`config.mk`:
```
export PLATFORM = sky130hd
export DESIGN_NAME = fetch_unit
export DESIGN_NICKNAME = d
export VERILOG_FILES = /design/src/rtl/mips_pkg.sv /design/src/rtl/npc_calc.sv /design/src/rtl/fetch_unit.sv
export SDC_FILE = /design/constraint.sdc
export NUM_CORES = 1
export LEC_CHECK = 0
export CAP_MARGIN = 20
export CORE_UTILIZATION = 43
export DETAILED_ROUTE_END_ITERATION = 10
export GPL_ROUTABILITY_DRIVEN = 0
export PLACE_DENSITY = 0.72
export SETUP_SLACK_MARGIN = 0.5
export SYNTH_ARGS = -nofsm -noshare
export SYNTH_HDL_FRONTEND = slang
export SYNTH_HIERARCHICAL = 1
export SYNTH_SLANG_ARGS = --single-unit
```
`constraint.sdc`:
```
create_clock -name clk -period 9.5 [get_ports clk]
set_input_delay 1.9 -clock clk [delete_from_list [all_inputs] [get_ports clk]]
set_output_delay 1.9 -clock clk [all_outputs]
set_load 0.02 [all_outputs]
```
`src/rtl/mips_pkg.sv`:
```
// Shared definitions for the MIPS front end: reset PC, bubble word,
// next-PC selector encodings and the fetch FSM state type.
package mips_pkg;

    localparam logic [31:0] PC_RESET = 32'h0000_3000;
    localparam logic [31:0] NOP      = 32'h0000_0000;

    typedef enum logic [1:0] {
        NPC_SEQ = 2'b00,
        NPC_BR  = 2'b01,
        NPC_J   = 2'b10,
        NPC_JR  = 2'b11
    } npc_sel_e;

    typedef enum logic {
        S_REQ  = 1'b0,
        S_HOLD = 1'b1
    } fetch_state_e;

endpackage

```
`src/rtl/npc_calc.sv`:
```
// D-stage redirect decision and target address for branch, j/jal and jr.
// Validity and stall qualification are applied by the caller.
module npc_calc
    import mips_pkg::*;
(
    input  logic [31:0] D_Instr,
    input  logic [31:0] D_PC,
    input  logic [1:0]  npc_sel,
    input  logic        br_taken,
    input  logic [31:0] D_rs_val,
    output logic        redirect,
    output logic [31:0] target
);

    logic [31:0] pc_plus4;
    logic [31:0] br_offset;
    logic        unused_opcode;

    assign pc_plus4      = D_PC + 32'd4;
    assign br_offset     = {{14{D_Instr[15]}}, D_Instr[15:0], 2'b00};
    assign unused_opcode = ^D_Instr[31:26];

    always_comb begin
        redirect = 1'b0;
        target   = pc_plus4;
        case (npc_sel)
            NPC_BR: begin
                redirect = br_taken;
                target   = pc_plus4 + br_offset;
            end
            NPC_J: begin
                redirect = 1'b1;
                target   = {pc_plus4[31:28], D_Instr[25:0], 2'b00};
            end
            NPC_JR: begin
                redirect = 1'b1;
                target   = D_rs_val;
            end
            default: begin
                redirect = 1'b0;
            end
        endcase
    end

endmodule

```
`src/rtl/fetch_unit.sv`:
```
// Instruction fetch stage with F/D pipeline register: handshaked IMEM,
// one-entry stall buffer and delay-slot-aware redirect handling.
module fetch_unit
    import mips_pkg::*;
(
    input  logic        clk,
    input  logic        reset,
    input  logic        stall,
    input  logic [1:0]  npc_sel,
    input  logic        br_taken,
    input  logic [31:0] D_rs_val,
    output logic        im_req,
    output logic [31:0] im_addr,
    input  logic        im_ack,
    input  logic [31:0] im_rdata,
    output logic [31:0] D_Instr,
    output logic [31:0] D_PC,
    output logic        D_valid
);

    fetch_state_e state, state_n;
    logic [31:0]  pc, pc_n;
    logic [31:0]  buf_instr, buf_instr_n;
    logic [31:0]  buf_pc, buf_pc_n;
    logic         pend_vld, pend_vld_n;
    logic [31:0]  pend_tgt, pend_tgt_n;
    logic [31:0]  d_instr_n, d_pc_n;
    logic         d_valid_n;
    logic         redirect;
    logic [31:0]  target;
    logic         take;

    npc_calc u_npc_calc (
        .D_Instr  (D_Instr),
        .D_PC     (D_PC),
        .npc_sel  (npc_sel),
        .br_taken (br_taken),
        .D_rs_val (D_rs_val),
        .redirect (redirect),
        .target   (target)
    );

    // Reset gates the request combinationally so an in-flight fetch drops at once.
    assign im_req  = reset && (state == S_REQ);
    assign im_addr = pc;
    assign take    = D_valid && !stall && redirect;

    always_ff @(posedge clk or negedge reset) begin
        if (!reset) begin
            state     <= S_REQ;
            pc        <= PC_RESET;
            buf_instr <= NOP;
            buf_pc    <= 32'd0;
            pend_vld  <= 1'b0;
            pend_tgt  <= 32'd0;
            D_Instr   <= NOP;
            D_PC      <= 32'd0;
            D_valid   <= 1'b0;
        end else begin
            state     <= state_n;
            pc        <= pc_n;
            buf_instr <= buf_instr_n;
            buf_pc    <= buf_pc_n;
            pend_vld  <= pend_vld_n;
            pend_tgt  <= pend_tgt_n;
            D_Instr   <= d_instr_n;
            D_PC      <= d_pc_n;
            D_valid   <= d_valid_n;
        end
    end

    always_comb begin
        state_n     = state;
        pc_n        = pc;
        buf_instr_n = buf_instr;
        buf_pc_n    = buf_pc;
        pend_vld_n  = pend_vld;
        pend_tgt_n  = pend_tgt;
        d_instr_n   = D_Instr;
        d_pc_n      = D_PC;
        d_valid_n   = D_valid;
        case (state)
            S_REQ: begin
                if (im_ack) begin
                    // A redirect seen together with the slot's ack overrides sequential PC.
                    if (take)          pc_n = target;
                    else if (pend_vld) pc_n = pend_tgt;
                    else               pc_n = pc + 32'd4;
                    pend_vld_n = 1'b0;
                    if (!stall) begin
                        d_instr_n = im_rdata;
                        d_pc_n    = pc;
                        d_valid_n = 1'b1;
                    end else begin
                        buf_instr_n = im_rdata;
                        buf_pc_n    = pc;
                        state_n     = S_HOLD;
                    end
                end else begin
                    // Delay slot still in flight: park the target until it lands.
                    if (take) begin
                        pend_vld_n = 1'b1;
                        pend_tgt_n = target;
                    end
                    if (!stall) begin
                        d_instr_n = NOP;
                        d_pc_n    = pc;
                        d_valid_n = 1'b0;
                    end
                end
            end
            S_HOLD: begin
                if (!stall) begin
                    d_instr_n = buf_instr;
                    d_pc_n    = buf_pc;
                    d_valid_n = 1'b1;
                    state_n   = S_REQ;
                    if (take) pc_n = target;
                end
            end
            default: begin
                state_n = S_REQ;
            end
        endcase
    end

endmodule

```
==> results.cfg <==
[final_layout]
n_antenna_cell = 0
final_cell_count_no_fill = 1608
layout.area.seq_mm2 = 0.00489
layout.cell_area.non_filler_mm2 = 0.0141
multi_input_comb_area_mm2 = 0.00624
drive_gt1_share_pct = 14.6
area_delta_synth_final_pct = 22.2
filler_cell_count = 2344
design.final.nets = 1369

[worst_setup_path]
critPathRequiredTime_ns = 7.60
timing.critical_path.cells = clkbuf_8, nor2b_1, clkdlybuf4s50_1
timing_worst_setup_path_type = in2out
crit_path_max_incr_delay_ns = 0.61
worst-path-buf-inv = 2
cp-start-kind = input port
critPathArrivalTime_ns = 3.10
crit_family = buffers and inverters
crit_path_end_kind = output port
crit_path_max_fanout = 55
worst_path_max_delay_cell = sky130_fd_sc_hd__clkdlybuf4s50_1

[die]
initial_utilization_pct = 44.0
dieWidth_um = 166
die_area_mm2 = 0.0274
placement_rows = 59
core_region_area_mm2 = 0.0261
io_pins = 169
die_height_um = 166

[clock_network]
worst_skew_pair.late_latency_ns = 0.43
post_cts_setup_driven_buffer_insertion_count = 0
postCtsHoldBufs = 0
ctsRootBufferMaster = sky130_fd_sc_hd__clkbuf_16
tritoncts = built
cts_buffer_count = 17
clk_sinks = 195
cts.path.max_buffers = 2
clkSlewWorstSetupHoldPaths_ns = 0.07
cts_max_level = 4
cts_repair_resize_count = 0

[synthesis]
ys_async_sr_fraction_pct = 100
synth_seq_area_share_pct = 42.4
synth-simple-area-share_pct = 12.3
postSynthNetCount = 1238
syn_area_mm2 = 0.0115
fraction_of_the_mapped_netlist_area_in_compound_gates_pct = 15.1
post_synth_fa_ha_maj_area_fraction_pct = 3.98
dominant_register_cell_in_the_synthesized_netlist = sky130_fd_sc_hd__dfrtp_1
synth_top_family_by_area = multiplexers
post_synth_mux_area_share_pct = 17.2
synth_cell_types = 74
synth_xor_area_share_pct = 5.48
synth_area_per_cell_um2 = 10.2
biggest_area_contributors_in_the_synthesized_netlist = sky130_fd_sc_hd__dfrtp_1 42%, sky130_fd_sc_hd__mux2_2 9.1%, sky130_fd_sc_hd__mux4_2 5.1%
synth.most_common_cell = sky130_fd_sc_hd__dfrtp_1
synthesis.yosys.warnings = 6
netlist_top_cells_count = 193 x sky130_fd_sc_hd__dfrtp_1, 127 x sky130_fd_sc_hd__nand2_1, 105 x sky130_fd_sc_hd__o21ai_0, 93 x sky130_fd_sc_hd__mux2_2, 52 x sky130_fd_sc_hd__nor2_1
synth-edff-count = 0
syn-instance-count = 1131
yosys.area.top_type_share_pct = 42.0
synth_area_leader_cell = sky130_fd_sc_hd__dfrtp_1
synth_seq_cells = 195

[routing]
drt_pass1_iterations = 8
detail-route-antenna-nets = 0
detail_route.iter0.violations = 784
post_route_drc_violation_count = 12
via_count = 9536
finalWirelength_um = 32800
via_per_inst = 5.93
routed_wire_length_per_instance_um = 20.4

[power_and_ir_drop]
p_leak_nw = 5.88
power-per-cell-area_mw_per_mm2 = 253
ir_drop_mv = 0.122

[grt]
grt_pass1_wl_um = 51700
track_usage_pct = 24.0
initial_antenna_violation_count = 0
grt_pass1_vias = 9194
grt_start_max_net_pins = 91
globalRouteOverflowTotal = 0

[status]
failed_checks = DRC
status = finished with violations

[job]
max_cap_violations = 0

[place]
dp_cells = 1577
dpl.hpwl_um = 23700
port_buffers = 168
pre_cts_slack_ns = 4.48
placed_area_mm2 = 0.0134

[min_path]
min-delay-path-class = reg2reg

[sta]
period_utilisation_layout_pct = 52.7
slew_headroom_pct = 32.9
clock-skew-final_ns = 0.00864
highest_clock_rate_mhz = 200
finalCriticalPeriod_ns = 5.00
finalSetupViolCount = 0
max_slew.worst_pin.slew_ns = 1.00
setup_ws_ns = 4.50
grt_setup_unrepaired = no
slew_viol_final = 0
hold_violations = 0
final_sum_of_negative_setup_slack_ns = 0
-- worst reg2reg max path, cell delays in order, from the launching register on --
cell and delay (ns):
sky130_fd_sc_hd__dfrtp_1 0.45, sky130_fd_sc_hd__ha_1 0.23, sky130_fd_sc_hd__nand3_1 0.15, sky130_fd_sc_hd__nor2_1 0.43
sky130_fd_sc_hd__nand3_1 0.29, sky130_fd_sc_hd__nor2_1 0.20, sky130_fd_sc_hd__xor2_1 0.32, sky130_fd_sc_hd__ha_1 0.36
sky130_fd_sc_hd__a21oi_1 0.17, sky130_fd_sc_hd__o21ai_0 0.18, sky130_fd_sc_hd__nor3_1 0.37, sky130_fd_sc_hd__a21oi_2 0.14
sky130_fd_sc_hd__a41oi_2 0.27, sky130_fd_sc_hd__o21ai_1 0.12, sky130_fd_sc_hd__xor2_1 0.16, sky130_fd_sc_hd__and3_1 0.20
sky130_fd_sc_hd__nor3_1 0.37, sky130_fd_sc_hd__nand3_1 0.13, sky130_fd_sc_hd__nand2_1 0.11, sky130_fd_sc_hd__o22ai_1 0.10
sky130_fd_sc_hd__o21ai_0 0.11
-- logic make-up (layout without fill, tap and decap cells) --
logic type / count (synthesis) / after routing
muxes: 154 / 154
adders and majority gates: 36 / 36
and+or+nand+nor: 302 / 302
DFF: 195 / 195
xor gates and xnor gates: 72 / 72
AOI/OAI and AO/OA: 277 / 277
buffers and inverters: 95 / 237
-- final cells by class --
cell class / count / area share (%)
clock buffer: 19 / 3.08
clock inverter: 11 / 1.27
inverter: 25 / 0.667
multi-input combinational: 841 / 44.4
sequential: 195 / 34.7
tap: 335 / 2.98
timing repair buffer: 182 / 12.9
-- layer usage --
layer	global-route usage (%)	up-vias	share of wire [%]
met1	32.8	4715	44
met4	8.98	0	3.0
met3	4.04	57	7.3
met2	38.2	366	46
li1	-	4398	-
met5	0	-	0
-- power by group --
group | internal (mW) | switching [mW]
Clock | 0.442 | 0.321
Combinational | 0.696 | 0.715
Sequential | 1.09 | 0.294
Total | 2.22 | 1.33
-- registers in the layout, summed over array words and instances (netlist names) --
register / cells
pend_vld: 1
im_addr: 32
D_valid: 1
D_Instr: 32
D_PC: 32
pend_tgt: 32
buf_instr: 32
buf_pc: 32
state: 1
-- cell usage in the layout, fill, tap and decap left out, types with 8 or more instances in the layout --
cell type,count
sky130_fd_sc_hd__o21ai_0,105
sky130_fd_sc_hd__xnor2_1,41
sky130_fd_sc_hd__ha_1,35
sky130_fd_sc_hd__nor3_1,17
sky130_fd_sc_hd__mux2i_1,35
sky130_fd_sc_hd__nor2_1,52
sky130_fd_sc_hd__xor2_1,31
sky130_fd_sc_hd__and3_1,20
sky130_fd_sc_hd__nor2b_1,8
sky130_fd_sc_hd__a22oi_1,33
sky130_fd_sc_hd__buf_4,14
sky130_fd_sc_hd__nand4_1,15
sky130_fd_sc_hd__clkbuf_16,17
sky130_fd_sc_hd__inv_1,24
sky130_fd_sc_hd__nand2_1,126
sky130_fd_sc_hd__nand3_1,31
sky130_fd_sc_hd__mux4_2,26
sky130_fd_sc_hd__a21o_1,9
sky130_fd_sc_hd__dfrtp_1,192
sky130_fd_sc_hd__o22ai_1,13
sky130_fd_sc_hd__mux2_2,93
sky130_fd_sc_hd__a31oi_1,10
sky130_fd_sc_hd__clkdlybuf4s50_1,166
sky130_fd_sc_hd__a21oi_1,46
sky130_fd_sc_hd__a221oi_1,9
-- worst paths after layout --
path                                      to       start  cells after the start  slack [ns]
worst max-delay path                  im_req       reset                      3        4.50
worst min-delay path              buf_pc[15]  buf_pc[15]                      2        0.48
worst max register to register   im_addr[31]     D_PC[2]                     20        4.54
worst min register to register    buf_pc[15]  buf_pc[15]                      2        0.48
max in group asynchronous       pend_tgt[23]       reset                      2        6.88
min in group asynchronous         D_Instr[2]       reset                      1        1.42
-- stage by stage --
step | hold WS (ns) | total power, mW | utilization [%]
after global routing | 0.519 | 3.75 | 53.8
after CTS | 0.489 | 3.55 | 53.7
final | 0.482 | 3.55 | 53.8
after floorplan | 0.450 | 2.24 | -
after global placement | 0.461 | 2.73 | 51.4
after detailed placement | 0.472 | 2.78 | 51.4
(Power assumes the default switching activity.)
